### src/rtl/icache_responder.sv
// icache_responder: direct-mapped one-word-per-frame instruction cache with single-word miss fills.
module icache_responder #(
  parameter int SETS  = 16,
  parameter int IDX_W = 4,
  parameter int CNT_W = 32
) (
  input  logic             CLK,
  input  logic             nRST,
  input  logic             imemREN,
  input  logic [31:0]      imemaddr,
  output logic             ihit,
  output logic [31:0]      imemload,
  output logic             iREN,
  output logic [31:0]      iaddr,
  input  logic             iwait,
  input  logic [31:0]      iload,
  output logic [CNT_W-1:0] hit_count,
  output logic [CNT_W-1:0] miss_count
);
  localparam int TAG_W = 30 - IDX_W;
  localparam logic [0:0] IDLE  = 1'b0;
  localparam logic [0:0] FETCH = 1'b1;
  logic [0:0]       state_q, state_d;
  logic [31:0]      miss_addr_q, miss_addr_d;
  logic [SETS-1:0]  valid_q;
  logic [TAG_W-1:0] tag_q [SETS];
  logic [31:0]      data_q [SETS];
  logic [CNT_W-1:0] hit_count_q, miss_count_q;
  logic [IDX_W-1:0] idx, fill_idx;
  logic [TAG_W-1:0] tag;
  logic             lookup_hit, miss_start, fill, addr_lo_unused;
  assign addr_lo_unused = ^imemaddr[1:0];
  assign idx        = imemaddr[IDX_W+1:2];
  assign tag        = imemaddr[31:IDX_W+2];
  assign fill_idx   = miss_addr_q[IDX_W+1:2];
  assign lookup_hit = (state_q == IDLE) && imemREN && valid_q[idx] && (tag_q[idx] == tag);
  assign miss_start = (state_q == IDLE) && imemREN && !lookup_hit;
  assign fill       = (state_q == FETCH) && !iwait;
  assign ihit       = lookup_hit;
  assign imemload   = lookup_hit ? data_q[idx] : 32'h0;
  assign iREN       = (state_q == FETCH);
  assign iaddr      = iREN ? miss_addr_q : 32'h0;
  assign hit_count  = hit_count_q;
  assign miss_count = miss_count_q;
  always_comb begin
    state_d     = miss_start ? FETCH : (fill ? IDLE : state_q);
    miss_addr_d = miss_start ? {imemaddr[31:2], 2'b00} : miss_addr_q;
  end
  always_ff @(posedge CLK or negedge nRST) begin
    if (!nRST) begin
      state_q      <= IDLE;
      miss_addr_q  <= '0;
      valid_q      <= '0;
      hit_count_q  <= '0;
      miss_count_q <= '0;
    end else begin
      state_q     <= state_d;
      miss_addr_q <= miss_addr_d;
      if (fill) valid_q[fill_idx] <= 1'b1;
      if (lookup_hit) hit_count_q <= hit_count_q + CNT_W'(1);
      if (miss_start) miss_count_q <= miss_count_q + CNT_W'(1);
    end
  end
  // Frame payload needs no reset; validity alone gates its use.
  always_ff @(posedge CLK) begin
    if (fill) begin
      tag_q[fill_idx]  <= miss_addr_q[31:IDX_W+2];
      data_q[fill_idx] <= iload;
    end
  end
endmodule
### config.mk
export PLATFORM = sky130hd
export DESIGN_NAME = icache_responder
export DESIGN_NICKNAME = d
export VERILOG_FILES = /design/src/rtl/icache_responder.sv
export SDC_FILE = /design/constraint.sdc
export NUM_CORES = 1
export LEC_CHECK = 0
export BUFFER_PORTS_ARGS = -buffer_cell sky130_fd_sc_hd__clkbuf_2
export CORE_ASPECT_RATIO = 1.75
export CORE_MARGIN = 2
export CORE_UTILIZATION = 61
export CTS_CLUSTER_DIAMETER = 40
export CTS_CLUSTER_SIZE = 28
export DETAILED_ROUTE_END_ITERATION = 16
export PLACE_DENSITY = 0.77
export SLEW_MARGIN = 10
export SYNTH_ARGS = -nofsm -noshare
export SYNTH_HDL_FRONTEND = slang
export SYNTH_SLANG_ARGS = --single-unit
### constraint.sdc
create_clock -name CLK -period 7 [get_ports CLK]
set_input_delay 1.05 -clock CLK [delete_from_list [all_inputs] [get_ports CLK]]
set_output_delay 1.05 -clock CLK [all_outputs]
set_load 0.01 [all_outputs]
==> reports/results.ini, run 1 <==
[power]
combPwrFrac = 0.071
p_sw_uw = 3120
peakVddDrop_mv = 0.288
power.leakage_uw = 0.0158
finalPower_uw = 12800
clkPwrFrac = 0.357
swShare = 0.245
power_frac_seq = 0.573
power_density_nw_per_um2 = 281
p_int_uw = 9650

[place]
gp_congestion = 0.793
dp_slack_ns = 1.02
port_buffers = 193
dp_hpwl_um = 52500
place_area_um2 = 42900

[timing]
clock_skew_ns = 0.0287
min_period_ns = 5.95
slew_violations = 0
tightest_slew_ns = 1.05
fin_crit_sh = 0.850
hold_violations = 0
setup_slack_ns = 1.05
maxSlewHeadroom = 0.297
setup_violations = 0
setup_tns_ns = 0
timing.fmax_mhz = 168
grt_setup_unrepaired = no

[yosys]
async_flop_share = 0.107
synthCells = 2012
syn-cell-area_um2 = 40800
yosys_most_used_dff = edfxtp_1
synth_seq_cells = 1039
synthDistinctLibCells = 57
ys_seq_area_frac = 0.752
ys_warn_count = 0
synth_edf_count = 928
avgSynthCellArea_um2 = 20.3

[final_layout]
fill_cells = 4130
drive_gt1_frac = 0.291
final_design_area_no_fill_um2 = 45500
final_util = 0.686
syn_to_final_growth_pct = 11.6
nets = 2300

[run_status]
status = finished, final reports clean

[detailed_routing]
viasPerCell = 6.48
detail-route-antenna-nets = 0
drtIter0Drc = 1997
vias = 20602
drc = 0
firstDrtPassIters = 6
wl_per_cell_um = 29.6
wl_um = 94100

[clock_tree]
clk_pin_slew_ns = 0.09
insertion_delay_ns = 0.65
cts_buffer_depth = 3
cts_tree = built
cts_setup_buffers = 0
clock-sinks = 1039
hold_buffers = 0
htreeDepth = 3
cts_buffers = 70
cts_resized = 0
root_buffer = clkbuf_16

[run]
drv_cap = 0

[global_routing]
grt_antenna_before_repair = 1
grtUsageTotal = 0.279
grt-ovfl-total = 0
grt_pass1_wl_um = 137000
grt_max_degree = 73
grt_pass1_vias = 21173

[setup_path]
worstSetupStartpoint = imemaddr[4]
cp_max_fo = 63
crit_path_start_kind = primary input
worstSetupEndpointType = output port
cp.arrival_ns = 4.90
cp.required_ns = 5.95
critical_path_class = primary input to output port
r2r-start = tag_q[8][12]$_DFFE_PP_

[die]
die-area_um2 = 69000
rows = 125
start_util = 0.615
die_h_um = 346
core_area_um2 = 66300
pin_count = 198
die_x_um = 199

[hold_path]
hp-class = flip-flop to flip-flop
holdCritStartpoint = miss_count[31]$_DFFE_PN0P_

per-stage QoR:
stage / hold WS, ns / cells
5_1_grt: 0.498 / 3176
4_1_cts: 0.476 / 3176
2_1_floorplan: 0.434 / 2013
3_3_place_gp: 0.445 / 3047
6_report: 0.475 / 3177
3_5_place_dp: 0.455 / 3047
cell usage after synthesis (2+ instances only):
| cell type | count | area share |
|---|---|---|
| buf_6 | 6 | 0.0017 |
| xnor2_1 | 48 | 0.010 |
| buf_2 | 28 | 0.0034 |
| nor2_1 | 29 | 0.0027 |
| dfrtp_1 | 111 | 0.068 |
| and3b_1 | 2 | 0.00043 |
| xor2_1 | 33 | 0.0071 |
| and4_1 | 5 | 0.0011 |
| or3_1 | 3 | 0.00046 |
| o31a_1 | 2 | 0.00043 |
| a31oi_1 | 3 | 0.00046 |
| inv_1 | 9 | 0.00083 |
| a221oi_2 | 2 | 0.00074 |
| a22oi_1 | 20 | 0.0037 |
| mux4_2 | 243 | 0.13 |
| nand3_1 | 31 | 0.0038 |
| a21oi_1 | 7 | 0.00086 |
| mux2_2 | 6 | 0.0017 |
| a22o_1 | 12 | 0.0026 |
| nand3b_1 | 2 | 0.00037 |
| nand2_1 | 122 | 0.011 |
| buf_1 | 17 | 0.0016 |
| and3_1 | 58 | 0.0089 |
| o21ai_0 | 6 | 0.00074 |
| ha_1 | 2 | 0.00061 |
| and4b_1 | 3 | 0.00074 |
| nor2b_1 | 7 | 0.0011 |
| mux2i_1 | 76 | 0.019 |
| nand2b_1 | 8 | 0.0012 |
| nor3b_1 | 5 | 0.00092 |
| nor4_1 | 6 | 0.00092 |
| a221oi_1 | 5 | 0.0011 |
| nor4b_1 | 2 | 0.00043 |
| clkbuf_1 | 39 | 0.0036 |
| or2_2 | 16 | 0.0025 |
| edfxtp_1 | 928 | 0.68 |
| and2_1 | 34 | 0.0052 |
| buf_4 | 13 | 0.0024 |
| nand4_1 | 16 | 0.0025 |
| nor3_1 | 30 | 0.0037 |
critical path: stages:
cell and delay, ns:
buf_6 0.62, buf_4 0.44, mux4_2 0.37, mux2i_1 0.21, mux2i_1 0.13, xnor2_1 0.42, nand4_1 0.22, nor4_2 0.42
buf_4 0.47, and3_1 0.26, clkbuf_2 0.14
final timing paths:
check,endpoint,slack [ns],cells past startpoint
worst max-delay path,imemload[21],1.05,11
worst min-delay path,miss_count[31]$_DFFE_PN0P_,0.48,1
worst max register to register,hit_count[7]$_DFFE_PN0P_,3.41,11
worst min register to register,miss_count[31]$_DFFE_PN0P_,0.48,1
max in group asynchronous,miss_addr_q[12]$_DFFE_PN0P_,5.22,2
min in group asynchronous,hit_count[23]$_DFFE_PN0P_,0.50,1
power groups by stage:
stage               clock network (uW)  logic, uW  registers, uW
floorplan                            0        555           7380
global placement                     0        883           7410
detailed placement                   0        905           7450
CTS                               4610        910           7310
global route                      4830        961           7350
finish                            4550        902           7310
final cells by class:
class	instances	area [um^2]	share of cell area
inverter	10	37.5	0.000825
antenna	1	2.50	0.0000550
timing repair buffer	248	1410	0.0311
multi-input combinational	861	9700	0.213
clock buffer	72	1800	0.0396
clock inverter	57	779	0.0171
sequential	1039	30600	0.674
tap	889	1110	0.0245
flip-flops by register name, summed over array words and instances (netlist names):
name         flops
miss_count      32
tag_q          416
valid_q         16
iREN             1
data_q         512
hit_count       32
miss_addr_q     30
cells in the final DEF, fill, tap and decap left out, drive strengths merged, types with 5 or more instances in the layout:
| master | instances |
|---|---|
| nor2b | 7 |
| nand2b | 8 |
| nand4 | 16 |
| nor4 | 8 |
| and4 | 5 |
| a221oi | 7 |
| and2 | 34 |
| edfxtp | 928 |
| xor2 | 33 |
| nor3b | 5 |
| o21ai | 6 |
| nand2 | 122 |
| buf | 59 |
| xnor2 | 48 |
| mux2 | 6 |
| or2 | 16 |
| a22oi | 20 |
| nor3 | 30 |
| clkbuf | 261 |
| nand3 | 31 |
| mux2i | 76 |
| a22o | 12 |
| and3 | 58 |
| dfrtp | 111 |
| inv | 37 |
| nor2 | 29 |
| a21oi | 8 |
| mux4 | 243 |
| clkinv | 24 |
metal layers:
metal | wire length [um] | part of all wire | vias up | track usage
li1 | - | - | 8561 | -
met1 | 33600 | 0.36 | 10874 | 0.355
met2 | 50100 | 0.53 | 984 | 0.484
met3 | 7240 | 0.077 | 181 | 0.0479
met4 | 3160 | 0.034 | 2 | 0.104
met5 | 13 | 0.00014 | - | 0
kinds of logic after synthesis:
family	count (synthesis)	share of synthesized area
AOI/OAI and AO/OA	67	0.0125
xor gates and xnor gates	81	0.0174
adders and majority gates	2	0.000614
buffers and inverters	113	0.0136
DFF	1039	0.752
muxes	325	0.155
other	1	0.0000920
and+or+nand+nor	384	0.0496
Power figures use the tool's default switching activity.
==> inputs of run 2 (changes only) <==
- CELL_PAD_IN_SITES_DETAIL_PLACEMENT: not set -> 1
- CELL_PAD_IN_SITES_GLOBAL_PLACEMENT: not set -> 2
- CORE_UTILIZATION: 61 -> 48
==> run 2 against run 1 <==
Compared with the run above:
- critical path depth decreased by 1
- sequential share of layout area decreased by 1.6 points
- first-iteration DRC count decreased by 28%
- critical endpoint is now imemload[24]
- sequential cell count unchanged
- wire length increased by 8.3%
- cell count increased by 7.3%
==> reports/results.ini, run 2 (synthesis gave the netlist of run 1 again) <==
[place]
gp_congestion = 0.766
placed_cells = 3228
port_buffers = 193
dp_hpwl_um = 58100

[final_layout]
top_register = data_q
largest_register_ffs = 512
nets = 2324
antennaDiodeCount = 0
layout_commonest_cell = edfxtp_1
fin_cells = 3408
largestRegisters = data_q x512, tag_q x416
syn_to_final_growth_pct = 14.3
final_cell_mix = 928 x edfxtp_1, 243 x mux4_2, 188 x clkbuf_2
drive_gt1_frac = 0.304

[timing]
maxSlewHeadroom = 0.185
fin_crit_sh = 0.828
timing.fmax_mhz = 172
min_period_ns = 5.80
tightest_slew_ns = 1.22
slew_violations = 0
clock_skew_ns = 0.0435
hold_violations = 0
grt_setup_unrepaired = no
whs_ns = 0.430
setup_violations = 0
setup_tns_ns = 0

[power]
finalPower_uw = 13700
power.leakage_uw = 0.0162
peakVddDrop_mv = 0.223
power_density_nw_per_um2 = 295

[clock_tree]
clk_pin_slew_ns = 0.07
hold_buffers = 0
root_buffer = clkbuf_16
insertion_delay_ns = 0.71
htreeDepth = 3
cts_tree = built
clock-sinks = 1039
cts_setup_buffers = 0
cts_buffer_depth = 3
cts_buffers = 96
cts_resized = 0

[detailed_routing]
detail-route-antenna-nets = 0
drc = 0
wl_per_cell_um = 29.9
drtIter0Drc = 1444
vias = 20444
wl_um = 102000
firstDrtPassIters = 5
viasPerCell = 6.00

[global_routing]
grt_antenna_before_repair = 6
grt_pass1_wl_um = 151000
grtUsageTotal = 0.240
grt_pass1_vias = 22649
grt_max_degree = 75
grt-ovfl-total = 0

[setup_path]
worstSetupEndpointType = output port
r2r-start = tag_q[10][7]$_DFFE_PP_
worst-path-buf-inv = 3
cp_cell_sequence = buf_6 > mux4_2 > a22o_1 > a221oi_1 > xor2_1 > nand4_1 > nor4_2 > buf_4 > and3_1 > clkbuf_2
cp.arrival_ns = 4.75
max_stage_delay_ns = 0.75
cp_max_fo = 64
critical_path_class = primary input to output port
cp_top_family = buffers and inverters
crit_path_start_kind = primary input
crit_slowest_cell = buf_6
worstSetupStartpoint = imemaddr[4]
cp.required_ns = 5.95

[die]
die-area_um2 = 87400
core_area_um2 = 84300
die_h_um = 390
pin_count = 198
rows = 141
die_x_um = 224
start_util = 0.483

[run]
drv_cap = 0

[hold_path]
hp-class = primary input to async pin

[run_status]
status = finished, final reports clean

-- run 2: stage by stage --
stage          utilization  area (um^2)  setup WS [ns]
2_1_floorplan            -        40800          0.900
3_3_place_gp         0.512        43200           1.23
3_5_place_dp         0.512        43200           1.16
4_1_cts              0.553        46600           1.13
5_1_grt              0.553        46600          0.929
6_report             0.553        46600           1.20
-- run 2: layout make-up --
type	instances	area, um^2
Inverter	10	37.5
Fill cell	7398	37700
Tap cell	1072	1340
Timing Repair Buffer	246	1470
Multi-Input combinational cell	861	9700
Clock buffer	101	2440
Sequential cell	1039	30600
Clock inverter	79	961
-- run 2: worst reg2reg max path: stages, from the launching register on --
cell and delay [ns]:
edfxtp_1 0.37, mux4_2 0.46, a22o_1 0.25, a221oi_1 0.32, xor2_1 0.31, nand4_1 0.19, nor4_2 0.37, buf_4 0.36
a21o_2 0.66, buf_4 0.42, nand2_1 0.09, o21ai_0 0.10
-- run 2: worst paths after layout --
path	end	slack (ns)	depth (start not counted)
max reg2reg	miss_addr_q[11]$_DFFE_PN0P_	2.98	11
min in group CLK	hit_count[31]$_DFFE_PN0P_	0.47	1
min reg2reg	hit_count[31]$_DFFE_PN0P_	0.47	1
max	imemload[24]	1.20	10
min	miss_addr_q[30]$_DFFE_PN0P_	0.43	1
max in group asynchronous	miss_count[3]$_DFFE_PN0P_	5.12	2
-- run 2: where the power goes --
part           total (uW)  internal (uW)  switching [uW]
registers            7320           7090             225
clock network        5500           2840            2650
logic                 909            373             536
total               13700          10300            3420
-- run 2: per-layer routing --
layer / global-route usage / wire length [um] / up-vias
met2: 0.442 / 55700 / 589
met5: 0 / 71 / -
met1: 0.289 / 38500 / 11021
met3: 0.0424 / 5380 / 153
met4: 0.0702 / 2250 / 10
li1: - / - / 8671
